===== src/rtl/pipe_pkg.sv =====
// Shared types and constants for the elastic pipeline segments.
// Segment FSM states, NOP control word and default bundle widths.
package pipe_pkg;

   localparam int CTRL_W_DEF = 12;
   localparam int DATA_W_DEF = 168;

   typedef enum logic [1:0] {
      EMPTY = 2'd0,
      ONE   = 2'd1,
      FULL  = 2'd2
   } seg_state_t;

   localparam logic [CTRL_W_DEF-1:0] CTRL_NOP = '0;

   function automatic logic [1:0] occ_of(seg_state_t s);
      logic [1:0] o;
      o = 2'd0;
      case (s)
         ONE:     o = 2'd1;
         FULL:    o = 2'd2;
         default: o = 2'd0;
      endcase
      return o;
   endfunction

endpackage


===== src/rtl/segment_entry.sv =====
// One storage slot of an elastic segment.
// Load-enabled register with synchronous clear (clear wins).
module segment_entry #(
   parameter int W = 8
) (
   input  logic         clk,
   input  logic         clr,
   input  logic         ld,
   input  logic [W-1:0] d,
   output logic [W-1:0] q
);

   // Slot contents: cleared on reset, loaded when selected.
   always_ff @(posedge clk) begin
      if (clr)
         q <= '0;
      else if (ld)
         q <= d;
   end

endmodule


===== src/rtl/segment_elastic.sv =====
// Elastic pipeline segment: 2-entry skid buffer with flush.
// Main slot drives the outputs; skid slot absorbs a late stall.
module segment_elastic
   import pipe_pkg::*;
#(
   parameter int CTRL_W         = CTRL_W_DEF,
   parameter int DATA_W         = DATA_W_DEF,
   parameter bit ZERO_BUBBLE    = 1'b1,
   parameter bit FLUSH_KEEPS_IN = 1'b0
) (
   input  logic              clk,
   input  logic              rst,
   input  logic              in_valid,
   output logic              in_ready,
   input  logic [CTRL_W-1:0] in_ctrl,
   input  logic [DATA_W-1:0] in_data,
   output logic              out_valid,
   input  logic              out_ready,
   output logic [CTRL_W-1:0] out_ctrl,
   output logic [DATA_W-1:0] out_data,
   input  logic              flush,
   output logic [1:0]        occupancy
);

   localparam int W = CTRL_W + DATA_W;

   seg_state_t st, nxt;

   logic         acc, dlv;
   logic         m_ld, m_from_skid, s_ld;
   logic [W-1:0] m_d, m_q, s_q;
   logic [CTRL_W-1:0] m_ctrl;
   logic [DATA_W-1:0] m_data;

   assign acc = in_valid & in_ready;
   assign dlv = out_valid & out_ready;

   assign m_d = m_from_skid ? s_q : {in_ctrl, in_data};
   assign {m_ctrl, m_data} = m_q;

   segment_entry #(.W(W)) u_main (
      .clk (clk),
      .clr (rst),
      .ld  (m_ld),
      .d   (m_d),
      .q   (m_q)
   );

   segment_entry #(.W(W)) u_skid (
      .clk (clk),
      .clr (rst),
      .ld  (s_ld),
      .d   ({in_ctrl, in_data}),
      .q   (s_q)
   );

   // State register; reset dominates flush and handshakes.
   always_ff @(posedge clk) begin
      if (rst)
         st <= EMPTY;
      else
         st <= nxt;
   end

   // Next state and slot load selects; flush overrides traffic.
   always_comb begin
      nxt         = st;
      m_ld        = 1'b0;
      m_from_skid = 1'b0;
      s_ld        = 1'b0;
      if (flush) begin
         nxt = EMPTY;
         if (FLUSH_KEEPS_IN && in_valid) begin
            nxt  = ONE;
            m_ld = 1'b1;
         end
      end else begin
         case (st)
            EMPTY: begin
               if (acc) begin
                  nxt  = ONE;
                  m_ld = 1'b1;
               end
            end
            ONE: begin
               if (acc && dlv) begin
                  m_ld = 1'b1;
               end else if (acc) begin
                  nxt  = FULL;
                  s_ld = 1'b1;
               end else if (dlv) begin
                  nxt = EMPTY;
               end
            end
            FULL: begin
               if (dlv) begin
                  nxt         = ONE;
                  m_ld        = 1'b1;
                  m_from_skid = 1'b1;
               end
            end
            default: nxt = EMPTY;
         endcase
      end
   end

   // Handshake flags and output bundle, decoded from state only.
   always_comb begin
      in_ready  = (st != FULL);
      out_valid = (st != EMPTY);
      occupancy = occ_of(st);
      out_data  = m_data;
      out_ctrl  = m_ctrl;
      if (ZERO_BUBBLE && !out_valid)
         out_ctrl = CTRL_W'(CTRL_NOP);
   end

endmodule


===== config.mk =====
export PLATFORM = sky130hd
export DESIGN_NAME = segment_elastic
export DESIGN_NICKNAME = d
export VERILOG_FILES = /design/src/rtl/pipe_pkg.sv /design/src/rtl/segment_entry.sv /design/src/rtl/segment_elastic.sv
export SDC_FILE = /design/constraint.sdc
export NUM_CORES = 1
export LEC_CHECK = 0
export ABC_AREA = 1
export CORE_UTILIZATION = 52
export CTS_CLUSTER_DIAMETER = 50
export DETAILED_ROUTE_END_ITERATION = 6
export PLACE_DENSITY = 0.85
export SLEW_MARGIN = 10
export SYNTH_ARGS = -nofsm -noshare
export SYNTH_HDL_FRONTEND = slang
export SYNTH_SLANG_ARGS = --single-unit

===== constraint.sdc =====
create_clock -name clk -period 1.8 [get_ports clk]
set_input_delay 0.27 -clock clk [delete_from_list [all_inputs] [get_ports clk]]
set_output_delay 0.27 -clock clk [all_outputs]
set_load 0.01 [all_outputs]

==> impl_summary.log <==
[metrics] run status: finished, violations left
[metrics] violated checks: negative setup slack
[metrics] wire length after detailed routing: 48500 um
[metrics] slew margin rel.: 0.730
[metrics] clock period minus worst slack: 1.81 ns
[metrics] Max Root-Sink Buffers: 3
[metrics] total setup violations reported at the end of the flow: 4
[metrics] input/output buffers: 368
[metrics] highest ir drop seen on vdd: 0.000677 V
[metrics] vias per cell: 5.05
[metrics] CTS tree: built
[metrics] effective utilization at floorplan: 0.530
[metrics] overflow left after global routing: 0
[metrics] average footprint of a synthesized cell: 6.36 um2
[metrics] number of synthesized register bits: 362
[metrics] top area cells in the synthesized netlist: sky130_fd_sc_hd__dfxtp_1 (42%), sky130_fd_sc_hd__nor2_1 (16%), sky130_fd_sc_hd__nand2_1 (16%), sky130_fd_sc_hd__buf_4 (7.4%), sky130_fd_sc_hd__nand3_1 (5.2%)
[metrics] dominant register cell in the synthesized netlist: sky130_fd_sc_hd__dfxtp_1
[metrics] Least-Margin Pin Slew: 0.405 ns
[metrics] met2 track demand over resource: 0.457
[metrics] width of the chip: 185 um
[metrics] maximum clock rate: 0.552 GHz
[metrics] Area Overhead vs Synth: 26.5%
[metrics] depth of the CTS H-tree: 2
[metrics] Vias: 16888
[metrics] classification of the worst setup path: flip-flop to output port
[metrics] final-report max-slew violation count: 0
[metrics] number of DRC violations after detailed-routing iteration 0: 1522
[metrics] sequential cell area fraction in the yosys report: 0.418
[metrics] via count of the first global-routing pass: 15634
[metrics] Wirelength per Cell: 14.5 um
[metrics] root buf cell: sky130_fd_sc_hd__clkbuf_16
[metrics] Post-Synthesis Cell Area: 17300 um2
[metrics] met3 routing resource usage after global routing: 0.0733
[metrics] Yosys warning total: 0
[metrics] Vert. Die Dim: 185 um
[metrics] critical path buffer and inverter count: 4
[metrics] total CTS buffers: 39
[metrics] worst-path maximum fanout: 12
[metrics] area occupied by registers: 7250 um2
[metrics] max_cap viols: 0
[metrics] Site Rows: 66
[metrics] half-perimeter wire length of the detailed placement result: 31300 um
[metrics] crit path setup slack, layout: -0.0114 ns
[metrics] antenna violations before repair: 4
[metrics] fraction of the core area covered by cells at the end of the flow: 0.671
[metrics] post-detailed-route count of antenna-violating nets: 0
[metrics] Worst path max stage delay: 0.33 ns
[metrics] leading cell type by number of instances after synthesis: sky130_fd_sc_hd__nor2_1
[metrics] fin crit share: 1.01
[metrics] final-report hold violation count: 0
[metrics] number of enable flip-flop cells after synthesis: 0
[metrics] worst min-delay path category: primary input to flip-flop
[metrics] grt peak-use layer: met2
[metrics] share of post-route cells with drive strength above 1: 0.0631
[metrics] area of the multi-input gates: 7430 um2
[metrics] gate family responsible for the most delay along the worst path: buffers and inverters
[metrics] category of the worst setup path capture point: output port
[metrics] final layout net count: 3056
[metrics] Unique masters post-synth: 16
[metrics] Post-Syn Nets: 2911
[metrics] Req. time, crit path: 1.53 ns
[metrics] DRT Pass-1 Iters: 5
[metrics] share of Yosys cell area claimed by the top area cell type: 0.418
[metrics] Startpoint Class: flip-flop
[metrics] CTS Sinks: 362
[metrics] clock latency at the later pin of the worst-skew pair: 0.51 ns
[metrics] leakage power of the design: 10.2 nW
[metrics] GRT Total Usage: 0.273
[metrics] data arrival time of the critical path: 1.54 ns
[metrics] Layout Cells excl Fill: 3343
[metrics] wire length of the first global-routing pass: 75700 um
[metrics] pin count of the biggest net entering global routing: 94
[metrics] fraction of met1 tracks used by global routing: 0.326
[metrics] synthesized instance count: 2726
[metrics] cell with the largest stage delay on the worst path: sky130_fd_sc_hd__dfxtp_2
[metrics] number of top-level pins: 369
[metrics] cts-stage hold buffer count: 0
[metrics] placed cell count: 3268
[metrics] drc violations: 0
[metrics] share of synthesized flip-flops with an asynchronous set or reset: 0
[metrics] worst-path cell chain: inv_2, nand2_4, clkinvlp_4, buf_12, nor2_2, buf_2
[metrics] total power density per cell area: 888 nW/um2
[metrics] Filler Cells Inserted: 2666
[metrics] routability congestion estimate from global placement: 0.841
[metrics] overall die area: 34100 um2
[metrics] clock slew at the register clock pins of the worst setup and hold paths: 0.06 ns
[metrics] commonest cells in the netlist: sky130_fd_sc_hd__nor2_1 (733), sky130_fd_sc_hd__nand2_1 (731), sky130_fd_sc_hd__dfxtp_1 (362)
[metrics] unrepaired setup endpoints after global routing: yes
[metrics] Core Region: 32700 um2
[metrics] Clock Skew: 0.00678 ns
[metrics] Yosys top cell by area: sky130_fd_sc_hd__dfxtp_1
[worst paths after layout]
check / from / to / slack, ns / cells after the start
setup / recovery: st[0] / out_ctrl[9] / -0.01 / 6
hold / removal: in_data[21] / u_skid.q[21] / 0.41 / 3
setup reg to reg: st[1] / u_main.q[91] / 0.09 / 10
hold reg to reg: u_skid.q[174] / u_skid.q[174] / 0.48 / 2
[cell usage in the layout, fill, tap and decap left out, drive strengths merged]
cell type and instances:
bufinv 2, clkinv 4, nand2 731, a211oi 1
dlymetal6s2s 1, dlygate4sd2 1, dfxtp 362, clkinvlp 2
a21oi 2, clkbuf 64, diode 2, buf 90
clkdlybuf4s50 351, inv 188, clkdlybuf4s15 2, o21ai 180
nor3 1, nor2 735, nand3 182
[logic make-up after synthesis]
group / synth area share
compound gates: 0.0529
flops: 0.418
buf+inv: 0.158
simple gates: 0.371
[per-layer routing]
metal,wire length [um],up-vias
met5,26,-
met4,1680,4
met3,4800,131
met2,22800,731
met1,19200,7645
li1,-,8377
[worst register-to-register path, cell delays in order, from the launching register on]
cell	delay, ns
sky130_fd_sc_hd__dfxtp_2	0.33
sky130_fd_sc_hd__buf_4	0.14
sky130_fd_sc_hd__nand2_2	0.14
sky130_fd_sc_hd__inv_6	0.06
sky130_fd_sc_hd__buf_12	0.14
sky130_fd_sc_hd__nand2_4	0.15
sky130_fd_sc_hd__buf_16	0.27
sky130_fd_sc_hd__nand2_1	0.12
sky130_fd_sc_hd__nand2_1	0.09
sky130_fd_sc_hd__nor2_1	0.06
sky130_fd_sc_hd__nor2_1	0.14
[sequential cells by signal, indices dropped and copies added (netlist names)]
signal    flops
u_main.q    180
u_skid.q    180
st            2
[repair_timing]
item                                    in CTS  in global routing
pin swaps                                    0                  1
resized for setup                           73                 13
gates cloned                                 0                  1
setup buffers                                3                  0
endpoints found under the setup margin      16                 62
[cell type report]
| type | count | share of cell area |
|---|---|---|
| Tap cell | 442 | 0.0252 |
| Inverter | 189 | 0.0333 |
| Clock inverter | 7 | 0.00416 |
| Sequential cell | 362 | 0.330 |
| Multi-Input combinational cell | 1832 | 0.339 |
| Antenna cell | 2 | 0.000228 |
| Clock buffer | 62 | 0.0563 |
| Timing Repair Buffer | 447 | 0.212 |
[where the power goes]
group / internal [mW] / switching [mW] / total [mW]
Combinational: 1.37 / 1.39 / 2.76
Clock: 4.98 / 3.17 / 8.15
Sequential: 8.37 / 0.202 / 8.57
[metrics by stage]
stage	hold WS, ns	setup TNS (ns)	setup slack, ns	cell area [um2]	power (mW)
3_3_place_gp	0.462	-16.41	-0.118	20500	11.4
3_5_place_dp	0.472	-36.95	-0.174	20500	11.4
4_1_cts	0.394	0	0.00168	21900	19.6
5_1_grt	0.415	-0.527	-0.0610	21900	20.3
2_1_floorplan	0.348	0	0.401	17300	10.3
6_report	0.409	-0.0249	-0.0114	21900	19.5
Power figures use the tool's default switching activity.
